`src/rtl/dw02_mac.sv`:
```
// rtl/dw02_mac.sv - multiplier-accumulator MAC = A*B + C, unsigned or two's complement, optional output register
module dw02_mac #(
  parameter int A_width     = 8,
  parameter int B_width     = 8,
  parameter int PIPE_STAGES = 0
) (
  input  logic                       MAC_ACC_CLK,
  input  logic                       acc_ff_rstn,
  input  logic [A_width-1:0]         A,
  input  logic [B_width-1:0]         B,
  input  logic [A_width+B_width-1:0] C,
  input  logic                       TC,
  output logic [A_width+B_width-1:0] MAC
);

  localparam int W = A_width + B_width;

  logic [W-1:0] a_ext;
  logic [W-1:0] b_ext;
  logic [W-1:0] prod;
  logic [W-1:0] mac_comb;

  // Extending both operands to W bits makes a plain modulo-2^W multiply sign-correct.
  always_comb begin
    a_ext    = TC ? {{B_width{A[A_width-1]}}, A} : {{B_width{1'b0}}, A};
    b_ext    = TC ? {{A_width{B[B_width-1]}}, B} : {{A_width{1'b0}}, B};
    prod     = a_ext * b_ext;
    mac_comb = prod + C;
  end

  generate
    if (PIPE_STAGES == 1) begin : g_pipe
      logic [W-1:0] mac_q;

      always_ff @(posedge MAC_ACC_CLK or negedge acc_ff_rstn) begin
        if (!acc_ff_rstn) begin
          mac_q <= '0;
        end else begin
          mac_q <= mac_comb;
        end
      end

      assign MAC = mac_q;
    end else begin : g_comb
      // Clock and reset have no function in the combinational build.
      logic unused_clk_rst;
      assign unused_clk_rst = MAC_ACC_CLK ^ acc_ff_rstn;
      assign MAC = mac_comb;
    end
  endgenerate

endmodule

```
`config.mk`:
```
export PLATFORM = sky130hd
export DESIGN_NAME = dw02_mac
export DESIGN_NICKNAME = d
export VERILOG_FILES = /design/src/rtl/dw02_mac.sv
export SDC_FILE = /design/constraint.sdc
export NUM_CORES = 1
export LEC_CHECK = 0
export BUFFER_PORTS_ARGS = -buffer_cell sky130_fd_sc_hd__buf_4
export CAP_MARGIN = 30
export CORE_MARGIN = 5
export CORE_UTILIZATION = 50
export DETAILED_ROUTE_END_ITERATION = 16
export MAX_ROUTING_LAYER = met4
export PLACE_DENSITY = 0.7
export SYNTH_ARGS = -nofsm -noshare
export SYNTH_HDL_FRONTEND = slang
export SYNTH_SLANG_ARGS = --single-unit
export TNS_END_PERCENT = 50
```
`constraint.sdc`:
```
create_clock -name vclk -period 13.3
set_clock_uncertainty 0.1 [all_clocks]
set_input_delay 1.33 -clock vclk [all_inputs]
set_output_delay 1.33 -clock vclk [all_outputs]
set_load 0.02 [all_outputs]
```
# Yosys cells after proc, flatten, opt, wreduce, memory -nomap -nowiden
# Index checks and enable logic that the tools add are counted.
word_totals:
  regBits: 0
  inputBits: 35
  elab_cells: 4
classes:
  add_sub_neg: 1
  multipliers: 1
  mux: 2
op_table:
  columns: ["operator", "n"]
  rows:
  - ["$mux W16", 2]
  - ["$add A16 B16 Y16", 1]
  - ["$mul A16 B16 Y16", 1]

# Depth between registers and ports, before layout
depth:
  word_depth: 3
  depth_mapped: 22

# Worst setup path before layout
# OpenSTA, ideal clock, no wires.
synth_timing:
  kind: "input-to-output"
  from: "input port A[7]"
  to: "output port MAC[15]"
  arrival_time_ps: 6445
  path_slack_ps: 5425
  path_stages: 20
  path_cell_list: "clkbuf_1 > and2_1 > clkbuf_1 > nand2_1 > fa_1 > fa_1 > inv_1 > fa_1 > ha_1 > fa_1 > inv_1 > fa_1 > inv_1 > ha_1 > and3_2 > a221o_1 > a21oi_2 > o21ai_2 > a311oi_2 > xnor2_1"
synth_between:
  elab_chain_cells: 3
synth_lines:
  columns: ["item", "line", "source"]
  rows:
  - ["start, declared", "9", "input logic [A_width-1:0] A,"]
  - ["$mux W16", "25", "a_ext = TC ? {{B_width{A[A_width-1]}}, A} : {{B_width{1'b0}}, A};"]
  - ["$mul A16 B16 Y16", "27", "prod = a_ext * b_ext;"]
  - ["$add A16 B16 Y16", "28", "mac_comb = prod + C;"]
  - ["end, declared", "13", "output logic [A_width+B_width-1:0] MAC"]
# Every way passes these cells.

# Worst setup path in the final report
# Same ends and word-level chain as after synthesis.

==> metrics.txt <==
# TYPE chip_impl_metric gauge
chip_impl_info{name="run_status",value="finished clean"} 1
chip_impl_metric{name="post-route-worst-setup-slack",unit="ps"} 5200
chip_impl_metric{name="drt-pass1-iter-count",unit=""} 4
chip_impl_info{name="timing.critical_path.from_type",value="primary input"} 1
chip_impl_metric{name="placeableCoreArea",unit="sq um"} 7810
chip_impl_metric{name="yosysSeqAreaShare",unit="%"} 0
chip_impl_info{name="final_cell_mix",value="152 x sky130_fd_sc_hd__inv_1, 85 x sky130_fd_sc_hd__fa_1, 56 x sky130_fd_sc_hd__ha_1"} 1
chip_impl_metric{name="drt-initial-drc-count",unit=""} 91
chip_impl_metric{name="antenna_found_initial",unit=""} 0
chip_impl_metric{name="initial_standard_cell_utilization_of_the_core",unit="%"} 51.9
chip_impl_info{name="hold_path.startpoint",value="C[0]"} 1
chip_impl_metric{name="fmaxAchievable",unit="MHz"} 124
chip_impl_info{name="grt_setup_unrepaired",value="no"} 1
chip_impl_metric{name="layout.nets",unit=""} 689
chip_impl_metric{name="grt-ovfl-total",unit=""} 0
chip_impl_info{name="startpoint",value="A[7]"} 1
chip_impl_metric{name="post-route-period-util",unit="%"} 60.9
chip_impl_metric{name="p_leak",unit="nW"} 2.49
chip_impl_metric{name="detail_route.vias_per_cell",unit=""} 4.81
chip_impl_metric{name="area_taken_by_multi_input_logic_gates",unit="sq um"} 3430
chip_impl_metric{name="vdd.ir_drop.worst",unit="mV"} 0.247
chip_impl_metric{name="synth.lib_cells_used.distinct",unit=""} 31
chip_impl_metric{name="flow.area_growth_from_synthesis",unit="%"} 10.8
chip_impl_metric{name="fill_cells",unit=""} 753
chip_impl_metric{name="postRouteAntennaNets",unit=""} 0
chip_impl_metric{name="finalWeightedCongestion",unit=""} 0.846
chip_impl_metric{name="die_h",unit="um"} 100
chip_impl_metric{name="clock_buffers",unit=""} 0
chip_impl_metric{name="cts_resized",unit=""} 0
chip_impl_metric{name="synthesized_nets",unit=""} 652
chip_impl_metric{name="place.port_buffers",unit=""} 49
chip_impl_metric{name="io_pins",unit=""} 51
chip_impl_metric{name="slew_headroom",unit="%"} 67.6
chip_impl_metric{name="totalWireLength",unit="mm"} 7.92
chip_impl_metric{name="nFlopsAndLatches",unit=""} 0
chip_impl_metric{name="cellPowerDensity",unit="nW/um^2"} 260
chip_impl_metric{name="post_cts_hold_buffer_count",unit=""} 0
chip_impl_metric{name="drv_cap",unit=""} 0
chip_impl_metric{name="rows",unit=""} 32
chip_impl_metric{name="timing.critical_path.arrival",unit="ps"} 6670
chip_impl_metric{name="dp_hpwl",unit="mm"} 7.13
chip_impl_metric{name="synth.cell_area",unit="sq um"} 4050
chip_impl_metric{name="grt_start_max_net_pins",unit=""} 18
chip_impl_metric{name="route.vias.total",unit=""} 2949
chip_impl_metric{name="synth_warnings",unit=""} 0
chip_impl_info{name="layout.cells.most_common",value="sky130_fd_sc_hd__inv_1"} 1
chip_impl_metric{name="min_period",unit="ps"} 8100
chip_impl_info{name="post_synth_main_area_contributors",value="sky130_fd_sc_hd__fa_1 42%, sky130_fd_sc_hd__ha_1 17%, sky130_fd_sc_hd__inv_1 14%"} 1
chip_impl_metric{name="timing_worst_slew_pin_value",unit="ps"} 485
chip_impl_metric{name="remaining_drc_errors",unit=""} 0
chip_impl_metric{name="die_area",unit="sq um"} 10000
chip_impl_metric{name="avg_cell_area_syn",unit="sq um"} 8.51
chip_impl_metric{name="synthCells",unit=""} 476
chip_impl_info{name="worst_setup_path_end_kind",value="output pin"} 1
chip_impl_metric{name="num_antenna_cells",unit=""} 0
chip_impl_info{name="timing_worst_setup_path_type",value="primary input to output pin"} 1
chip_impl_metric{name="finalHoldViolations",unit=""} 0
chip_impl_info{name="worstHoldPathType",value="primary input to output pin"} 1
chip_impl_metric{name="seq_area",unit="sq um"} 0
chip_impl_metric{name="die_x",unit="um"} 100
chip_impl_metric{name="layout-drive-gt1-share",unit="%"} 10.8
chip_impl_info{name="post-synth-top-area-cell",value="sky130_fd_sc_hd__fa_1"} 1
chip_impl_metric{name="cp_data_required_time",unit="ps"} 11870
chip_impl_metric{name="report.final.setup_viol",unit=""} 0
chip_impl_metric{name="final-max-slew-violation-count",unit=""} 0
chip_impl_metric{name="setup-tns-final",unit="ps"} 0
chip_impl_metric{name="grt_pass1_wl",unit="mm"} 14.6
chip_impl_metric{name="timing.critical_path.fanout_max",unit=""} 10
chip_impl_metric{name="post-cts-setup-buffers",unit=""} 0
chip_impl_metric{name="post-place-ws",unit="ps"} 5210
chip_impl_metric{name="grt_pass1_vias",unit=""} 3290
chip_impl_metric{name="grt_util_all_layers",unit="%"} 18.1
chip_impl_metric{name="yosysTopAreaCellShare",unit="%"} 42.0
chip_impl_metric{name="wire_per_inst",unit="um"} 12.9
==> worst max-delay path: stages <==
cell and delay, ps:
sky130_fd_sc_hd__buf_4 160, sky130_fd_sc_hd__and2_1 290, sky130_fd_sc_hd__nand2_1 210, sky130_fd_sc_hd__fa_1 530, sky130_fd_sc_hd__fa_1 550, sky130_fd_sc_hd__inv_1 50
sky130_fd_sc_hd__fa_1 460, sky130_fd_sc_hd__ha_1 310, sky130_fd_sc_hd__fa_1 490, sky130_fd_sc_hd__inv_1 50, sky130_fd_sc_hd__fa_1 470, sky130_fd_sc_hd__inv_1 40
sky130_fd_sc_hd__ha_1 320, sky130_fd_sc_hd__and3_2 210, sky130_fd_sc_hd__a221o_1 300, sky130_fd_sc_hd__a21oi_2 180, sky130_fd_sc_hd__o21ai_2 110, sky130_fd_sc_hd__a311oi_2 300
sky130_fd_sc_hd__xnor2_1 150, sky130_fd_sc_hd__buf_4 160
==> Yosys cell counts <==
| library cell | instances |
|---|---|
| sky130_fd_sc_hd__buf_2 | 3 |
| sky130_fd_sc_hd__o21bai_1 | 2 |
| sky130_fd_sc_hd__ha_1 | 56 |
| sky130_fd_sc_hd__a22oi_1 | 1 |
| sky130_fd_sc_hd__a311oi_1 | 1 |
| sky130_fd_sc_hd__a21boi_2 | 1 |
| sky130_fd_sc_hd__o21ai_2 | 1 |
| sky130_fd_sc_hd__nor3_1 | 1 |
| sky130_fd_sc_hd__clkbuf_1 | 11 |
| sky130_fd_sc_hd__and2_1 | 39 |
| sky130_fd_sc_hd__o21ai_0 | 2 |
| sky130_fd_sc_hd__a21oi_2 | 1 |
| sky130_fd_sc_hd__fa_1 | 85 |
| sky130_fd_sc_hd__nor2b_1 | 3 |
| sky130_fd_sc_hd__nand2b_1 | 1 |
| sky130_fd_sc_hd__o22ai_1 | 1 |
| sky130_fd_sc_hd__nor2_1 | 13 |
| sky130_fd_sc_hd__o32a_2 | 1 |
| sky130_fd_sc_hd__a311oi_2 | 1 |
| sky130_fd_sc_hd__and3_2 | 1 |
| sky130_fd_sc_hd__o21ai_1 | 2 |
| sky130_fd_sc_hd__a221o_1 | 1 |
| sky130_fd_sc_hd__inv_1 | 152 |
| sky130_fd_sc_hd__a21oi_1 | 8 |
| sky130_fd_sc_hd__o21a_1 | 3 |
| sky130_fd_sc_hd__xnor2_1 | 28 |
| sky130_fd_sc_hd__nand3_1 | 1 |
| sky130_fd_sc_hd__and3_1 | 4 |
| sky130_fd_sc_hd__nand2_1 | 44 |
| sky130_fd_sc_hd__a21o_1 | 2 |
| sky130_fd_sc_hd__xor2_1 | 6 |
==> metrics by stage <==
| step | instance area [sq um] | utilization (%) | hold slack, ps | total power [mW] | cells |
|---|---|---|---|---|---|
| final | 4490 | 57.5 | 2880 | 1.17 | 613 |
| after global routing | 4490 | 57.5 | 2910 | 1.31 | 613 |
| after CTS | 4490 | 57.5 | 2890 | 1.19 | 613 |
| after detailed placement | 4490 | 57.5 | 2890 | 1.19 | 613 |
| after global placement | 4490 | 57.5 | 2880 | 1.16 | 613 |
| after floorplan | 4050 | - | 2770 | 0.831 | 476 |
==> final timing paths <==
kind	end	slack [ps]	depth (start not counted)
worst min-delay path	MAC[0]	2880	3
worst max-delay path	MAC[15]	5200	20
==> routing by layer <==
metal	vias to the layer above	GRT usage [%]	wire, um
met3	4	1.04	274
li1	1438	-	-
met4	0	1.24	70
met1	1467	22.3	3240
met2	40	34.1	4330
met5	-	-	0
==> power by group <==
| part | switching, mW | total, mW | leakage [nW] | internal (mW) |
|---|---|---|---|---|
| combinational | 0.642 | 1.17 | 2.49 | 0.525 |
| sequential | 0 | 0 | 0 | 0 |
| clock | 0 | 0 | 0 | 0 |
==> kinds of logic (layout without fill, tap and decap cells) <==
kind of cell | count (synthesis) | after routing | synth area share (%)
buf+inv | 166 | 201 | 15.5
compound gates | 28 | 28 | 4.94
simple gates | 107 | 107 | 13.0
fa+ha+maj | 141 | 141 | 59.3
xor+xnor | 34 | 34 | 7.35
==> area by class of cell <==
class	count	share of cell area (%)
multi-input combinational	310	76.3
inverter	152	12.7
timing repair buffer	49	8.19
tap	102	2.84
(Power assumes the default switching activity.)
